[src/rtl/jk_count_sequencer.sv]
// Sequences an external bank of WIDTH JK flip-flops as a programmable modulo
// up/down counter with clear, parallel load, hold and run-length control.
module jk_count_sequencer #(
    parameter int WIDTH = 4,
    parameter int LEN_W = 8
) (
    input  logic             clk,
    input  logic             reset,
    input  logic             start,
    input  logic             stop,
    input  logic             up,
    input  logic             load_en,
    input  logic [WIDTH-1:0] load_val,
    input  logic [WIDTH-1:0] modulus,
    input  logic [LEN_W-1:0] length,
    input  logic [WIDTH-1:0] q_fb,
    output logic [WIDTH-1:0] j,
    output logic [WIDTH-1:0] k,
    output logic             busy,
    output logic             tc,
    output logic             done
);

    localparam logic [2:0] ST_CLEAR = 3'd0;
    localparam logic [2:0] ST_IDLE  = 3'd1;
    localparam logic [2:0] ST_LOAD  = 3'd2;
    localparam logic [2:0] ST_RUN   = 3'd3;
    localparam logic [2:0] ST_DONE  = 3'd4;

    logic [2:0]       state_reg, state_next;
    logic [WIDTH-1:0] ld_reg, ld_next;
    logic [LEN_W-1:0] len_reg, len_next;
    logic [LEN_W-1:0] cnt_reg, cnt_next;

    logic [WIDTH-1:0] m_minus1;
    logic             above_mod;
    logic             wrap_up;
    logic             wrap_dn;
    logic             wrap;
    logic [WIDTH-1:0] next_val;
    logic [WIDTH-1:0] step_mask;
    logic             run_step;
    logic             in_clear;
    logic             in_load;

    // modulus 0 stands for 2^WIDTH: M-1 naturally becomes all ones, and no
    // feedback value can be at or above it.
    assign m_minus1  = modulus - WIDTH'(1);
    assign above_mod = (modulus != '0) && (q_fb >= modulus);
    assign wrap_up   = (q_fb >= m_minus1);
    assign wrap_dn   = (q_fb == '0) || above_mod;
    assign wrap      = up ? wrap_up : wrap_dn;

    always_comb begin
        if (up) begin
            next_val = wrap_up ? '0 : q_fb + WIDTH'(1);
        end else begin
            next_val = wrap_dn ? m_minus1 : q_fb - WIDTH'(1);
        end
    end

    assign step_mask = q_fb ^ next_val;
    assign run_step  = (state_reg == ST_RUN) && !stop;
    assign in_clear  = (state_reg == ST_CLEAR);
    assign in_load   = (state_reg == ST_LOAD);

    // Changing bits toggle (J=K=1); LOAD forces each bit with J=ld, K=~ld.
    for (genvar gi = 0; gi < WIDTH; gi++) begin : g_jk
        assign j[gi] = (in_load & ld_reg[gi]) | (run_step & step_mask[gi]);
        assign k[gi] = in_clear | (in_load & ~ld_reg[gi]) | (run_step & step_mask[gi]);
    end

    assign tc   = run_step && wrap;
    assign busy = (state_reg != ST_IDLE);
    assign done = (state_reg == ST_DONE);

    always_comb begin
        state_next = state_reg;
        ld_next    = ld_reg;
        len_next   = len_reg;
        cnt_next   = cnt_reg;
        case (state_reg)
            ST_CLEAR: state_next = ST_IDLE;
            ST_IDLE: begin
                if (load_en) begin
                    ld_next    = load_val;
                    state_next = ST_LOAD;
                end else if (start) begin
                    len_next   = length;
                    cnt_next   = '0;
                    state_next = ST_RUN;
                end
            end
            ST_LOAD: state_next = ST_IDLE;
            ST_RUN: begin
                if (stop) begin
                    state_next = ST_IDLE;
                end else begin
                    cnt_next = cnt_reg + LEN_W'(1);
                    if ((len_reg != '0) && (cnt_reg == len_reg - LEN_W'(1))) begin
                        state_next = ST_DONE;
                    end
                end
            end
            ST_DONE: state_next = ST_IDLE;
            default: state_next = ST_CLEAR;
        endcase
    end

    always_ff @(posedge clk) begin
        if (!reset) begin
            state_reg <= ST_CLEAR;
            cnt_reg   <= '0;
        end else begin
            state_reg <= state_next;
            ld_reg    <= ld_next;
            len_reg   <= len_next;
            cnt_reg   <= cnt_next;
        end
    end

endmodule

[config.mk]
export PLATFORM = sky130hd
export DESIGN_NAME = jk_count_sequencer
export DESIGN_NICKNAME = d
export VERILOG_FILES = /design/src/rtl/jk_count_sequencer.sv
export SDC_FILE = /design/constraint.sdc
export NUM_CORES = 1
export LEC_CHECK = 0
export ABC_AREA = 1
export BUFFER_PORTS_ARGS = -buffer_cell sky130_fd_sc_hd__buf_2
export CORE_MARGIN = 2
export CORE_UTILIZATION = 55
export CTS_CLUSTER_SIZE = 25
export DETAILED_ROUTE_END_ITERATION = 12
export HOLD_SLACK_MARGIN = 0.15
export PLACE_DENSITY = 0.88
export SLEW_MARGIN = 20
export SYNTH_ARGS = -nofsm -noshare
export SYNTH_HDL_FRONTEND = slang
export SYNTH_SLANG_ARGS = --single-unit
[constraint.sdc]
create_clock -name clk -period 4.9 [get_ports clk]
set_clock_uncertainty 0.05 [all_clocks]
set_input_delay 1.47 -clock clk [delete_from_list [all_inputs] [get_ports clk]]
set_output_delay 1.47 -clock clk [all_outputs]
set_load 0.05 [all_outputs]
Word-level counts from Yosys, hierarchy flattened --
Index checks and enable logic that the tools add are counted.
Storage, ports and cells: input port bits 26, register bits 23
Operators by class: eq/ne operators 11, bitwise gates (word level) 30, reductions and logical operators 16, order comparisons 2, mux-type cells 13, $add $sub $neg 5
Operator list (count):
- two-way mux 8 bit | 3
- one-hot mux 8 bit (2 select lines) | 1
- AND 1 bit | 12
- two-way mux 3 bit | 4
- two-way mux 4 bit | 3
- bitwise OR 1 bit | 12
- one-hot mux 3 bit (3 select lines) | 1
- adder 8 x 1 -> 8 bit, second input constant | 1
- == test 8 bit | 1
- >= comparator 4 bit | 2
- AND reduction 4 bit | 2
- nonzero test 8 bit | 1
- subtractor 4 x 1 -> 4 bit, second input constant | 2
- subtractor 8 x 1 -> 8 bit, second input constant | 1
- == test 3 x 2 -> 1 bit, second input constant | 2
- inequality test 2 bit, second input constant | 3
- NOT 1 bit | 5
- adder 4 x 1 -> 4 bit, second input constant | 1
- logical AND 1 bit | 4
- zero test 4 bit | 1
- nonzero test 4 bit | 1
- bitwise XOR 4 bit | 1
- == test 3 x 1 -> 1 bit, second input constant | 1
- == test 3 bit, second input constant | 1
- other kinds (11) | 11

Longest topological paths before layout --
Gate-level depths: netlist of the first run.
word-level depth 8, depth in mapped cells 15, mapped depth without buffers 15

Worst setup path after synthesis of the first run --
Ideal clock, no wire load.
path kind input to output, from input modulus[0], to output j[3], arrival 3.278 ns, stages 12, buffers on the path 0, slack 0.102 ns, required time 3.380 ns, cell sequence inv_1 ha_1 xnor2_1 ha_1 a21boi_0 o21ai_0 nand2_1 nand2_1 nand2_1 nand2_1 nand3_1 nand2_1
Between the ends: word-level cells in the longest chain between the ends 8, elaborated cells on any way between the ends 12
Ends and longest elaborated chain:
- from (decl) | line 14 | input logic [WIDTH-1:0] modulus,
- parallel branches: the longest is 4 deep, another holds subtractor 4 x 1 -> 4 bit
- two-way mux 4 bit * | line 55 | if (up) begin
- bitwise XOR 4 bit * | line 62 | assign step_mask = q_fb ^ next_val;
- AND 1 bit * | line 69 | assign j[gi] = (in_load & ld_reg[gi]) | (run_step & step_mask[gi]);
- bitwise OR 1 bit * | line 69
- to (decl) | line 17 | output logic [WIDTH-1:0] j,
Every way passes the cells marked *.

Final worst setup path of the first run --
from input modulus[0], to output k[2]
Between the ends: word-level cells in the longest chain between the ends 8, elaborated cells on any way between the ends 12
Ends and longest elaborated chain:
- parallel branches: the longest is 4 deep, another holds subtractor 4 x 1 -> 4 bit
- two-way mux 4 bit * | line 55
- bitwise XOR 4 bit * | line 62
- AND 1 bit * | line 70 | assign k[gi] = in_clear | (in_load & ~ld_reg[gi]) | (run_step & step_mask[gi]);
- bitwise OR 1 bit * | line 70
- to (decl) | line 18 | output logic [WIDTH-1:0] k,
Marks and branches as above.

==> impl_metrics.yaml, run 1 <==
placed_design:
  dp.cells: 357
  place_hpwl_mm: 2.978
  routabilityCongestion: 0.8495
  portBuffers: 36
die:
  die_h_microns: 61.81
  start_util_pct: 58.76
  row_count: 20
  die_area_sq_um: 3820
  core_area_sq_um: 3128
  io_pins: 37
  die_w_microns: 61.81
global_route:
  grt_pass1_wl_mm: 6.065
  first_global_vias: 1523
  grt.overflow.total: 0
  grt_start_max_net_pins: 14
  grt_usage_pct: 21.02
  grt_antenna_before_repair: 0
route:
  drt_wl_total_mm: 3.889
  drt_iter0_drc: 54
  drtAntennaViolNets: 0
  firstDrtPassIters: 5
  viasPerCell: 4.986
  drcViolationCount: 0
  wl_per_cell_microns: 10.74
  vias: 1805
yosys:
  synth.mux.area_fraction_pct: 0
  synth_top_cell_area_share_pct: 19.61
  synth_compound_area_share_pct: 4.221
  yosysUniqueCellTypes: 24
  synth_cells: 274
  yosysSeqAreaShare_pct: 31.59
  synth_top_family_by_area: "simple AND/OR/NAND/NOR gates"
  synthAdderAreaFrac_pct: 9.530
  avgSynthCellArea_sq_um: 6.708
  synthXorXnorAreaFrac_pct: 3.336
  synth.largest_area_cell: "edfxtp_1"
  yosys_warnings: 0
  ys_top_cells_by_area: "edfxtp_1 20%, nand2_1 17%, dfxtp_1 12%"
  synth_simple_gate_area_share_pct: 41.39
  synth_area_sq_um: 1838
  synth_nets: 314
  ys_ff_latch: 23
pwr:
  p_leak_nw: 1.106
  powerDensity_nw_per_um2: 206.1
  vdd_drop_max_uv: 138.6
  p_total_mw: 0.4538
cts:
  clock_path_buffers: 2
  cts-htree-levels: 1
  clk_pin_slew_worst_paths_ns: 0.12
  cts_root_buffer: "clkbuf_4"
  cts_tree: "built"
  clk_latency_ns: 0.32
  cts_sinks: 23
  cts-buffers-inserted: 3
layout:
  syn2layout_area_growth_pct: 19.81
  fillers: 281
  diodes: 0
  layout-drive-gt1-share_pct: 19.18
  fin_cells: 362
  nNetsFinal: 359
sta:
  fin_hold_ws_ns: 0.5069
  finalCritPeriodShare_pct: 98.75
  slew_viol_final: 0
  clock.fmax_ghz: 0.2067
  worstMarginPinSlew_ns: 0.6926
  tns_ns: 0
  finalSetupViolCount: 0
  relSlewSlack_pct: 53.34
  period_needed_ns: 4.839
  final_hold_viol_count: 0
setup_path:
  cp-startpoint: "modulus[0]"
  setup.worst_path.start_class: "input port"
  r2r-end: "state_reg[1]"
  endpoint_kind: "output port"
  r2r_start: "len_reg[0]"
  cp.arrival_ns: 3.32
  reg2regPathDepth: 14
  cp.required_ns: 3.38
  path_max_fanout: 4
  worstSetupPathType: "in2out"
  crit_end: "k[2]"
  reg2reg_slack_ns: 3.00
worst_hold_path:
  min_path_type: "reg2reg"
flow_run:
  cap_viol_max_count: 0
status:
  status: "completed"
per-stage QoR:
| stage | worst slack [ns] | area (sq um) | utilization, % |
|---|---|---|---|
| global placement | 0.02589 | 2092 | 66.88 |
| floorplan | 0.1022 | 1838 | - |
| CTS | 0.02623 | 2142 | 68.48 |
| global route | -0.04625 | 2202 | 70.40 |
| detailed placement | -0.09501 | 2092 | 66.88 |
| finish | 0.06122 | 2202 | 70.40 |
worst min-delay path by stage:
stage / start / endpoint / cells after the start
CTS: cnt_reg[1] / cnt_reg[1] / 2
finish: cnt_reg[1] / cnt_reg[1] / 2
global placement: cnt_reg[1] / cnt_reg[1] / 2
global route: cnt_reg[1] / cnt_reg[1] / 2
detailed placement: cnt_reg[1] / cnt_reg[1] / 2
floorplan: cnt_reg[1] / cnt_reg[1] / 2
power breakdown:
group / switching, mW / leakage, nW / total, mW / internal (mW)
sequential: 0.00578 / 0.198 / 0.213 / 0.207
clock: 0.0578 / 0.0177 / 0.0883 / 0.0305
combinational: 0.0984 / 0.890 / 0.153 / 0.0543
total: 0.162 / 1.11 / 0.454 / 0.292
cell usage in the layout (no fill, tap or decap), types with 2 or more instances in the layout:
cell and instances:
nand3_1 26, buf_6 3, xor2_1 3, o21ai_0 4, nand2_2 3, ha_1 12
nand4_1 6, dfxtp_1 11, a21oi_1 7, o21ai_1 2, clkbuf_4 3, nand2_1 80
nand3b_1 2, xnor2_1 3, nor4_1 2, nor2_1 31, nor3_1 13, buf_2 28
inv_1 42, buf_4 10, edfxtp_1 12, inv_2 2, ha_4 2
cell type report:
class                      instances  area (sq um)  share of cell area [%]
multi-input combinational        205          1119                   50.80
sequential                        23         580.6                   26.36
timing repair buffer              41         249.0                   11.31
inverter                          45         171.4                   7.784
tap                               44         55.05                   2.500
clock buffer                       3         22.52                   1.023
clock inverter                     1         5.005                  0.2273
worst max-delay path: stages:
cell and delay (ns):
buf_2 0.09, inv_2 0.07, ha_4 0.17, xnor2_2 0.19, ha_1 0.26, a21boi_1 0.13, o21ai_1 0.15, buf_4 0.15
nand2_2 0.07, nand2_1 0.07, nand2_1 0.05, nand2_1 0.06, nand3_1 0.10, nand2_1 0.09, buf_4 0.19
cells in the mapped netlist:
cell type	count
nor3_2	1
ha_1	14
nor4_1	2
o21ai_0	7
nand4_1	6
nor3_4	1
edfxtp_1	12
xnor2_1	4
buf_6	1
nand3b_1	2
nand2_1	81
a21oi_1	7
nor3_1	13
inv_4	1
nor2_2	1
nand2_2	2
inv_1	44
nand3_4	1
a21boi_0	1
nand3_1	27
nor3b_2	1
dfxtp_1	11
nor2_1	31
xor2_1	3
kinds of logic after synthesis:
kind of cell | Yosys count
xor+xnor | 7
flops | 23
simple gates | 169
buf+inv | 46
compound gates | 15
fa+ha+maj | 14
routing by layer:
layer	global-route usage, %	vias to the layer above	part of all wire [%]
li1	-	973	-
met1	28.65	784	46
met2	35.49	46	50
met3	2.692	2	3.5
met4	5.167	0	0.18
met5	0	-	0
timing repair:
item | in CTS | in global routing
pin swaps | 0 | 4
hold buffers | 0 | 0
resized for setup | 9 | 17
endpoints found under the setup margin | 8 | 9
setup buffers | 0 | 1
cloned | 0 | 0
(Power assumes the default switching activity.)
==> run 2: changes to the inputs <==
--- a/config.mk
+++ b/config.mk
@@ -13,6 +13,7 @@
 export DETAILED_ROUTE_END_ITERATION = 12
 export HOLD_SLACK_MARGIN = 0.15
 export PLACE_DENSITY = 0.88
+export RECOVER_POWER = 100
 export SLEW_MARGIN = 20
 export SYNTH_ARGS = -nofsm -noshare
 export SYNTH_HDL_FRONTEND = slang
==> run 2 against run 1 <==
Against the previous run: die area stayed put; wire length is 0.36% lower; non-clock buffer count stayed put; final cell count stayed put; sequential share of layout area is 0.40 points higher; sequential power hardly changed; clock power is 1% higher; power is 0.52% lower; utilization is 1.0 points lower; combinational power is 3% lower; global-route usage stayed put; design area is 1.5% lower; critical endpoint unchanged.
==> impl_metrics.yaml, run 2 (same netlist as run 1, synthesis figures left out) <==
pwr:
  p_seq_share_pct: 47.2
  p_switching_mw: 0.1613
  p_sw_share_pct: 35.73
  vdd_drop_max_uv: 135.6
  p_clk_share_pct: 19.8
  p_leak_nw: 1.085
  internal_power_mw: 0.2901
  comb_power_share_pct: 33.1
  powerDensity_nw_per_um2: 208.1
cts:
  cts_sinks: 23
  clk_pin_slew_worst_paths_ns: 0.12
  cts-htree-levels: 1
  clk_latency_ns: 0.32
  cts_tree: "built"
  clock_path_buffers: 2
  cts_root_buffer: "clkbuf_4"
  cts-buffers-inserted: 3
die:
  start_util_pct: 58.76
  row_count: 20
  die_w_microns: 61.81
  core_area_sq_um: 3128
  io_pins: 37
  die_area_sq_um: 3820
  die_h_microns: 61.81
global_route:
  grt_usage_pct: 21.02
  grt_pass1_wl_mm: 6.065
  grt_antenna_before_repair: 0
  grt_start_max_net_pins: 14
  first_global_vias: 1523
  grt.overflow.total: 0
layout:
  fillers: 288
  diodes: 0
  layout-drive-gt1-share_pct: 16.67
  mostFrequentLayoutCells: "81 x nand2_1, 42 x inv_1, 31 x nor2_1"
  nNetsFinal: 359
  fin_cells: 362
  layout_commonest_cell: "nand2_1"
  syn2layout_area_growth_pct: 18.04
route:
  wl_per_cell_microns: 10.70
  top_layer: "met3"
  firstDrtPassIters: 4
  drt_iter0_drc: 63
  wl_met1_mm: 1.801
  wl_met2_mm: 1.956
  drcViolationCount: 0
  vias: 1803
  drt_wl_total_mm: 3.875
  viasPerCell: 4.981
  drtAntennaViolNets: 0
  wl_met3_microns: 117
worst_hold_path:
  whs_endpoint: "cnt_reg[1]"
  min_path_type: "reg2reg"
  hold_start: "cnt_reg[1]"
  hold_path_depth: 2
setup_path:
  cpMostUsedCell: "nand2_1"
  r2r-end: "cnt_reg[5]"
  cp_slowest_cell: "ha_1"
  setup.worst_path.start_class: "input port"
  path_cells: "buf_2 -> inv_2 -> ha_4 -> xnor2_2 -> ha_1 -> a21boi_1 -> o21ai_1 -> buf_4 -> nand2_2 -> nand2_1 -> nand2_1 -> nand2_1 -> nand3_1 -> nand2_1 -> buf_4"
  reg2regPathDepth: 9
  endpoint_kind: "output port"
  cp.required_ns: 3.38
  reg2reg_slack_ns: 2.87
  path_max_fanout: 4
  cp_slowest_stage_delay_ns: 0.26
  worstSetupPathType: "in2out"
  r2r_start: "state_reg[0]"
  cp.arrival_ns: 3.32
flow_run:
  cap_viol_max_count: 0
status:
  status: "completed"
placed_design:
  routabilityCongestion: 0.8495
  dp.cells: 357
  portBuffers: 36
  place_hpwl_mm: 2.978
  place_ws_ns: -0.09501
sta:
  relSlewSlack_pct: 53.11
  finalCritPeriodShare_pct: 98.73
  fin_hold_ws_ns: 0.5007
  worstMarginPinSlew_ns: 0.6961
  clock.fmax_ghz: 0.2067
  tns_ns: 0
  final_hold_viol_count: 0
  period_needed_ns: 4.838
  fin_ws_ns: 0.06215
  finalSetupViolCount: 0
  slew_viol_final: 0
run 2: cell type report:
type	instances	area, sq um	area share [%]
inverter	45	171.4	7.901
sequential	23	580.6	26.76
multi-input combinational	205	1099	50.63
clock inverter	1	5.005	0.2307
clock buffer	3	22.52	1.038
timing repair buffer	41	236.5	10.90
tap	44	55.05	2.537
run 2: worst max path at each step:
| stage | startpoint | end | slack (ns) |
|---|---|---|---|
| after floorplan | modulus[0] | j[3] | 0.10 |
| after global placement | modulus[0] | k[0] | 0.03 |
| after detailed placement | modulus[0] | k[3] | -0.1 |
| after CTS | modulus[0] | k[3] | 0.03 |
| after global routing | modulus[0] | k[2] | -0.05 |
| final | modulus[0] | k[2] | 0.06 |
run 2: power groups by stage:
stage / combinational (mW) / sequential [mW] / clock, mW
finish: 0.149 / 0.213 / 0.0892
global route: 0.164 / 0.214 / 0.0994
CTS: 0.142 / 0.213 / 0.0890
detailed placement: 0.136 / 0.217 / 0
global placement: 0.134 / 0.217 / 0
floorplan: 0.102 / 0.214 / 0
run 2: repair_timing:
item,4_1_cts,5_1_grt
endpoints found under the hold margin,0,0
buffers inserted,0,1
pin swaps,0,4
gates resized for setup,9,17
setup endpoints to repair,8,9
hold buffers,0,0
run 2: through the flow:
step | utilization [%] | total power, mW | instance area (sq um)
after floorplan | - | 0.3161 | 1838
after global placement | 66.88 | 0.3508 | 2092
after detailed placement | 66.88 | 0.3535 | 2092
after CTS | 68.48 | 0.4436 | 2142
after global routing | 69.36 | 0.4778 | 2170
final | 69.36 | 0.4514 | 2170
run 2: worst max-delay path: cells and delay by family:
family / cells / cell delay (ns)
compound gates: 2 / 0.28
fa+ha+maj: 2 / 0.43
simple gates: 6 / 0.43
xor+xnor: 1 / 0.19
buf+inv: 4 / 0.50
run 2: per-layer routing:
| metal | up-vias | GRT usage, % |
|---|---|---|
| met5 | - | 0 |
| met4 | 0 | 5.167 |
| met3 | 0 | 2.692 |
| met2 | 32 | 35.49 |
| met1 | 795 | 28.65 |
| li1 | 976 | - |
